$ cat src/rtl/org8_serial_if.sv
// Handshake bundle for the bit-serial OR unit: operand request side and result response side.
interface org8_serial_if #(
  parameter int WIDTH = 8
);
  logic             in_valid;
  logic             in_ready;
  logic [WIDTH-1:0] x;
  logic [WIDTH-1:0] y;
  logic             out_valid;
  logic             out_ready;
  logic [WIDTH-1:0] out;
  logic             any;
  logic             busy;

  modport master (
    output in_valid, x, y, out_ready,
    input  in_ready, out_valid, out, any, busy
  );

  modport slave (
    input  in_valid, x, y, out_ready,
    output in_ready, out_valid, out, any, busy
  );
endinterface

$ cat src/rtl/org8_serial.sv
// Bit-serial OR: operands enter in parallel, are ORed LSB first through one 1-bit cell,
// and the result is rebuilt in a shift register before being handed back in parallel.

module org8_or_cell (
  input  logic a,
  input  logic b,
  output logic o
);
  assign o = a | b;
endmodule

module org8_serial #(
  parameter int WIDTH = 8
) (
  input logic         clk,
  input logic         rst,
  org8_serial_if.slave bus
);
  localparam int CW = $clog2(WIDTH + 1);

  typedef enum logic [1:0] {IDLE, SHIFT, DONE} state_t;

  state_t           state;
  logic [CW-1:0]    cnt;
  logic [WIDTH-1:0] xs;
  logic [WIDTH-1:0] ys;
  logic [WIDTH-1:0] res;
  logic             bit_or;
  logic [WIDTH-1:0] res_nxt;

  org8_or_cell u_cell (
    .a (xs[0]),
    .b (ys[0]),
    .o (bit_or)
  );

  // Result fills from the top so that after WIDTH shifts bit 0 sits at res[0].
  assign res_nxt = {bit_or, res[WIDTH-1:1]};

  always_ff @(posedge clk or posedge rst) begin
    if (rst) begin
      state         <= IDLE;
      cnt           <= '0;
      xs            <= '0;
      ys            <= '0;
      res           <= '0;
      bus.in_ready  <= 1'b1;
      bus.out_valid <= 1'b0;
      bus.out       <= '0;
      bus.any       <= 1'b0;
      bus.busy      <= 1'b0;
    end else begin
      case (state)
        IDLE: begin
          if (bus.in_valid && bus.in_ready) begin
            xs           <= bus.x;
            ys           <= bus.y;
            res          <= '0;
            cnt          <= '0;
            bus.out      <= '0;
            bus.any      <= 1'b0;
            bus.in_ready <= 1'b0;
            bus.busy     <= 1'b1;
            state        <= SHIFT;
          end
        end
        SHIFT: begin
          res <= res_nxt;
          xs  <= xs >> 1;
          ys  <= ys >> 1;
          cnt <= cnt + CW'(1);
          if (cnt == CW'(WIDTH - 1)) begin
            bus.out       <= res_nxt;
            bus.any       <= |res_nxt;
            bus.out_valid <= 1'b1;
            state         <= DONE;
          end
        end
        DONE: begin
          // out/any stay put here until downstream takes them; no direct restart.
          if (bus.out_valid && bus.out_ready) begin
            bus.out_valid <= 1'b0;
            bus.busy      <= 1'b0;
            bus.in_ready  <= 1'b1;
            state         <= IDLE;
          end
        end
        default: begin
          state         <= IDLE;
          bus.in_ready  <= 1'b1;
          bus.out_valid <= 1'b0;
          bus.busy      <= 1'b0;
        end
      endcase
    end
  end
endmodule
$ cat src/flat_wrapper.sv
// flat-port wrapper written by rule: the top's interface ports become plain ports
module org8_serial_flat 
#(
  parameter int WIDTH = 8
)
  (clk, rst, bus_in_valid, bus_x, bus_y, bus_out_ready, bus_in_ready, bus_out_valid, bus_out, bus_any, bus_busy);
  org8_serial_if #(.WIDTH(WIDTH)) bus_i ();
  input logic clk;
  input logic rst;
  input wire logic [$bits(bus_i.in_valid)-1:0] bus_in_valid;
  input wire logic [$bits(bus_i.x)-1:0] bus_x;
  input wire logic [$bits(bus_i.y)-1:0] bus_y;
  input wire logic [$bits(bus_i.out_ready)-1:0] bus_out_ready;
  output wire logic [$bits(bus_i.in_ready)-1:0] bus_in_ready;
  output wire logic [$bits(bus_i.out_valid)-1:0] bus_out_valid;
  output wire logic [$bits(bus_i.out)-1:0] bus_out;
  output wire logic [$bits(bus_i.any)-1:0] bus_any;
  output wire logic [$bits(bus_i.busy)-1:0] bus_busy;
  assign bus_i.in_valid = bus_in_valid;
  assign bus_i.x = bus_x;
  assign bus_i.y = bus_y;
  assign bus_i.out_ready = bus_out_ready;
  assign bus_in_ready = bus_i.in_ready;
  assign bus_out_valid = bus_i.out_valid;
  assign bus_out = bus_i.out;
  assign bus_any = bus_i.any;
  assign bus_busy = bus_i.busy;
  org8_serial #(.WIDTH(WIDTH)) u_core (.clk(clk), .rst(rst), .bus(bus_i));
endmodule
$ cat config.mk
export PLATFORM = sky130hd
export DESIGN_NAME = org8_serial_flat
export DESIGN_NICKNAME = d
export VERILOG_FILES = /design/src/rtl/org8_serial_if.sv /design/src/rtl/org8_serial.sv /design/src/flat_wrapper.sv
export SDC_FILE = /design/constraint.sdc
export NUM_CORES = 1
export LEC_CHECK = 0
export ABC_AREA = 1
export CAP_MARGIN = 20
export CELL_PAD_IN_SITES_DETAIL_PLACEMENT = 1
export CELL_PAD_IN_SITES_GLOBAL_PLACEMENT = 1
export CORE_UTILIZATION = 39
export CTS_CLUSTER_SIZE = 10
export DETAILED_ROUTE_END_ITERATION = 8
export PLACE_DENSITY_LB_ADDON = 0.05
export SYNTH_ARGS = -nofsm -noshare
export SYNTH_HDL_FRONTEND = slang
export SYNTH_HIERARCHICAL = 1
export SYNTH_SLANG_ARGS = --single-unit
$ cat constraint.sdc
create_clock -name clk -period 1.5 [get_ports clk]
set_input_delay 0.15 -clock clk [delete_from_list [all_inputs] [get_ports clk]]
set_output_delay 0.15 -clock clk [all_outputs]
set_load 0.05 [all_outputs]
Yosys cells after proc, flatten, opt, wreduce, memory -nomap -nowiden. Index checks and enable logic that the tools add are counted.

Flip-flop bits (word level): 42. Input port bits: 20. Output and inout bits: 12. Word-level logic and storage cells: 54.

Add/sub/neg operators: 1. Equality and inequality tests: 6. Multiplexer cells: 24. Bitwise operators: 3. Reductions and logical operators: 10.

Operators by type and width (number): 8-bit case mux with 2 select lines (4); 8-bit two-way mux (4); 3-bit AND reduction (4); 1-bit case mux with 3 select lines (3); 4-bit case mux with 2 select lines (1); 8-bit OR reduction (1); 1-bit two-way mux (6); 2-bit two-way mux (3); 2-bit by 1-bit != test with 1-bit output (second input constant) (3); 2-bit case mux with 3 select lines (1); 4-bit by 1-bit adder with 4-bit output (second input constant) (1); 4-bit by 3-bit equality test with 1-bit output (second input constant) (1); 4-bit two-way mux (1); 2-bit by 1-bit equality test with 1-bit output (second input constant) (1); 2-bit equality test (second input constant) (1); 1-bit logical AND (2); 2-bit logical NOT (1); 1-bit inverter (2); 1-bit case mux with 2 select lines (1); 2-bit AND reduction (1); 2-bit nonzero test (1); 1-bit OR (1).

Logic depth before layout (Yosys ltp).
Depth after elaboration: 4. Depth in mapped cells: 8. Gate-level depth less buffers: 8.

Modules after synthesis. The synthesis kept the hierarchy.

By module, submodules not included: org8_serial (instances 1, cells each 220, area an instance 1858.0 um2, sequential area each 1027.2 um2); org8_or_cell (instances 1, cells each 3, area an instance 11.3 um2, sequential area each 0.0 um2).

Least setup slack after synthesis. OpenSTA, ideal clock, no wires.

Path kind: reg2reg. Start: reg u_core.bus.in_ready. End: reg u_core.xs[1]. Setup time: 130 ps. Data arrival time: 1247 ps. Data required time: 1370 ps. Slack: 123 ps. Stages on the path, launching flop included: 5. Buffers on the path: 1. Clock period less this slack: 1377 ps. Path through: dfstp_2 nand3_2 nand2_2 clkbuf_1 o21ai_0.

Word-level cells in the longest chain between the ends: 3.

RTL lines: from (decl) (RTL line org8_serial_if.sv:22) `output in_ready, out_valid, out, any, busy`; from (signal assigned) (RTL line org8_serial.sv:47) `bus.in_ready <= 1'b1;`; from (signal assigned) (RTL line org8_serial.sv:62) `bus.in_ready <= 1'b0;`; from (signal assigned) (RTL line org8_serial.sv:84) `bus.in_ready <= 1'b1;`; 1-bit logical AND (RTL line org8_serial.sv:55) `if (bus.in_valid && bus.in_ready) begin`; 2-bit by 1-bit != test with 1-bit output (no line); 2-bit AND reduction (no line); to (signal assigned) (RTL line org8_serial.sv:56) `xs <= bus.x;`; to (signal assigned) (RTL line org8_serial.sv:69) `xs <= xs >> 1;`; to (decl) (RTL line org8_serial.sv:25) `logic [WIDTH-1:0] xs;`.

No other way between the ends. A chain may end at the register's enable or synchronous reset.

Worst setup path after layout.
Start: reg u_core.cnt[0]. End: reg u_core.bus.out[4].

Word-level cells in the longest chain between the ends: 3.

RTL lines: from (decl) (RTL line org8_serial.sv:24) `logic [CW-1:0] cnt;`; from (signal assigned) (RTL line org8_serial.sv:71) `cnt <= cnt + CW'(1);`; 4-bit by 3-bit equality test with 1-bit output (RTL line org8_serial.sv:72) `if (cnt == CW'(WIDTH - 1)) begin`; 2-bit by 1-bit != test with 1-bit output (no line); 3-bit AND reduction (no line); to (signal assigned) (RTL line org8_serial.sv:73) `bus.out <= res_nxt;`; to (decl) (RTL line org8_serial_if.sv:22).

No other way between the ends.

==> impl_metrics.yaml <==
status:
  status: "finished, final reports clean"
logic_synthesis:
  synthDistinctLibCells: 19
  syn-cell-area_mm2: 0.00187
  syn_area_per_cell_um2: 8.38
  ys_ff_latch: 41
  synth_warnings: 6
  synth_nets: 244
  syn_inst: 223
  yosysSeqAreaShare_pct: 55.0
sta:
  fin_crit_sh_pct: 91.4
  maxSlewHeadroom_pct: 74.5
  setup_tns_ps: 0
  setup_viol: 0
  max_freq_mhz: 729
  period_needed_ps: 1370
  setup_ws_ps: 129
  finClkSkew_ps: 2.57
  hold_viol: 0
  finalMaxSlewViolations: 0
  worst_pin_slew_ps: 382
  holdWs_ps: 122
power:
  p_leak_nw: 1.20
  ir_worst_vdd_mv: 0.769
  power_mw: 5.31
  p_sw_mw: 2.43
  swShare_pct: 45.8
  p_per_area_mw_per_mm2: 2270
  clkPwrFrac_pct: 13.4
  pwr-share-seq_pct: 35.2
  internal_power_mw: 2.88
  combPwrFrac_pct: 51.4
global_route:
  grt_overflow: 0
  antenna_found_initial: 0
  grt_pass1_wl_um: 7450
  grt_max_degree: 29
  grt_pass1_vias: 1614
  grt_usage_pct: 18.9
placement:
  place_hpwl_um: 2940
  pre_cts_ws_ps: 66.7
  finalWeightedCongestion: 0.735
  io_buffers: 31
routing:
  drt_iter0_drc: 39
  ant_nets: 0
  firstDrtPassIters: 4
  vias: 1532
  drc_errors: 0
  vias_per_cell: 4.86
  routedWlPerCell_um: 12.7
  wl_um: 4010
critical_path:
  r2r_cells: 8
  cpMostUsedCell: "nand2_1"
  critPathSlowestCell: "dfrtp_1"
  cp.required_ps: 1690
  critPathArrivalTime_ps: 1560
  critical_path_class: "reg -> reg"
  start_kind: "flip-flop"
  cp_max_fo: 9
  crit_path_max_incr_delay_ps: 420
  worstSetupEndpointType: "flip-flop"
  path_cells: "ha_1, nand2_1, nor2_2, nand2_2, nand2_4, inv_2, nand2_1, nand2_1"
floorplanning:
  rows: 24
  ios: 32
  die-area_mm2: 0.00507
  coreArea_mm2: 0.00447
  start_util_pct: 41.8
  die_y_um: 71.2
  die_w_um: 71.2
clock_network:
  numCtsBuffers: 5
  path_clk_slew_ps: 80
  insertion_delay_ps: 300
  cts_root_buf: "clkbuf_8"
  cts_hold_buf: 0
  h-tree-depth: 2
  cts_tree: "done"
  cts.sinks: 41
  cts_buffer_depth: 2
cells_and_area:
  final_nets: 283
  antenna_cells: 0
  syn_to_final_growth_pct: 25.0
  fillCellCount: 535
  layout-drive-gt1-share_pct: 15.2
run:
  cap_violations: 0
worst_hold_path:
  hold_class: "in -> async"
[final cells by class]
| class | instances | area [um^2] | area share (%) |
|---|---|---|---|
| multi-input combinational | 141 | 644 | 27.6 |
| clock inverter | 3 | 17.5 | 0.750 |
| inverter | 32 | 120 | 5.14 |
| clock buffer | 5 | 68.8 | 2.95 |
| timing repair buffer | 41 | 393 | 16.8 |
| sequential | 41 | 1030 | 44.0 |
| tap | 52 | 65.1 | 2.79 |
[power groups by stage]
| stage | Sequential (mW) | Clock (mW) | Combinational, mW |
|---|---|---|---|
| 5_1_grt | 1.93 | 0.787 | 3.13 |
| 2_1_floorplan | 2.27 | 0 | 1.65 |
| 3_5_place_dp | 1.89 | 0 | 2.71 |
| 3_3_place_gp | 1.87 | 0 | 2.64 |
| 6_report | 1.87 | 0.714 | 2.73 |
| 4_1_cts | 1.87 | 0.751 | 2.72 |
[per-stage QoR]
stage	instance area (um^2)	cells	utilization (%)
finish	2340	315	52.2
global route	2340	315	52.2
global placement	2220	305	49.7
detailed placement	2220	305	49.7
floorplan	1870	223	-
CTS	2310	313	51.6
[critical path, delay by kind of cell (launching register included)]
kind	cells	cell delay, ps
buffers and inverters	1	90
adder cells (fa/ha/maj)	1	190
AND/OR/NAND/NOR	6	560
flip-flops	1	420
[cells by family (layout without fill, tap and decap cells)]
group | after synthesis | count (layout) | share of synthesized area [%]
AO/OA/AOI/OAI | 41 | 41 | 11.4
AND/OR/NAND/NOR | 99 | 99 | 21.8
adder cells (fa/ha/maj) | 1 | 1 | 0.669
buffers and inverters | 41 | 81 | 11.1
flip-flops | 41 | 41 | 55.0
[registers in the layout, summed over array words and instances, names as in the netlist]
name                  cells
u_core/bus.out            8
u_core/xs                 8
u_core/ys                 8
u_core/res                7
u_core/cnt                4
u_core/state              2
u_core/bus.any            1
u_core/bus.busy           1
u_core/bus.in_ready       1
u_core/bus.out_valid      1
[synth_stat cells (all sizes together)]
cell type | instances | area share, %
a21oi | 4 | 1.1
buf | 8 | 4.5
clkbuf | 1 | 0.20
dfrtp | 40 | 54
dfstp | 1 | 1.4
ha | 1 | 0.67
inv | 32 | 6.4
nand2 | 76 | 16
nand3 | 15 | 4.3
nand4 | 1 | 0.33
nor2 | 6 | 1.2
o21ai | 30 | 8.0
o22ai | 7 | 2.3
or2 | 1 | 0.33
[metal layers]
| layer | vias up | share of wire, % | wire [um] | track usage, % |
|---|---|---|---|---|
| met3 | 7 | 3.1 | 124 | 4.64 |
| met5 | - | 0 | 0 | 0 |
| met1 | 722 | 46 | 1830 | 25.0 |
| met4 | 0 | 1.4 | 55 | 6.00 |
| li1 | 778 | - | - | - |
| met2 | 25 | 50 | 2000 | 30.8 |
[layout by cell type (no fill, tap or decap), types with 3 or more instances in the layout]
cell             instances
nand2_1                 72
dfrtp_1                 40
inv_1                   30
o21ai_0                 28
clkdlybuf4s50_1         19
buf_4                   19
nand3_1                 14
o22ai_1                  7
clkbuf_8                 5
nor2_1                   5
a21oi_1                  4
buf_12                   3
nand2_2                  3
[worst paths after layout]
check	endpoint	slack, ps	startpoint
worst max register to register	u_core/bus.out[4]$_DFFE_PP0P_	130	u_core/cnt[0]$_DFFE_PP0P_
worst min register to register	u_core/xs[0]$_DFFE_PP0P_	490	u_core/xs[0]$_DFFE_PP0P_
max in group asynchronous	u_core/res[4]$_DFFE_PP0P_	920	rst
worst min-delay path	u_core/ys[1]$_DFFE_PP0P_	120	rst
min in group clk	u_core/ys[7]$_DFFE_PP0P_	420	bus_y[7]
worst max-delay path	u_core/bus.out[4]$_DFFE_PP0P_	130	u_core/cnt[0]$_DFFE_PP0P_
[what timing repair did]
action                                  4_1_cts  5_1_grt
resized for setup                             0        3
hold endpoints to repair                      0        0
endpoints found under the setup margin        0        9
setup buffers                                 0        2
No activity file was read; power rests on OpenSTA's default activity.
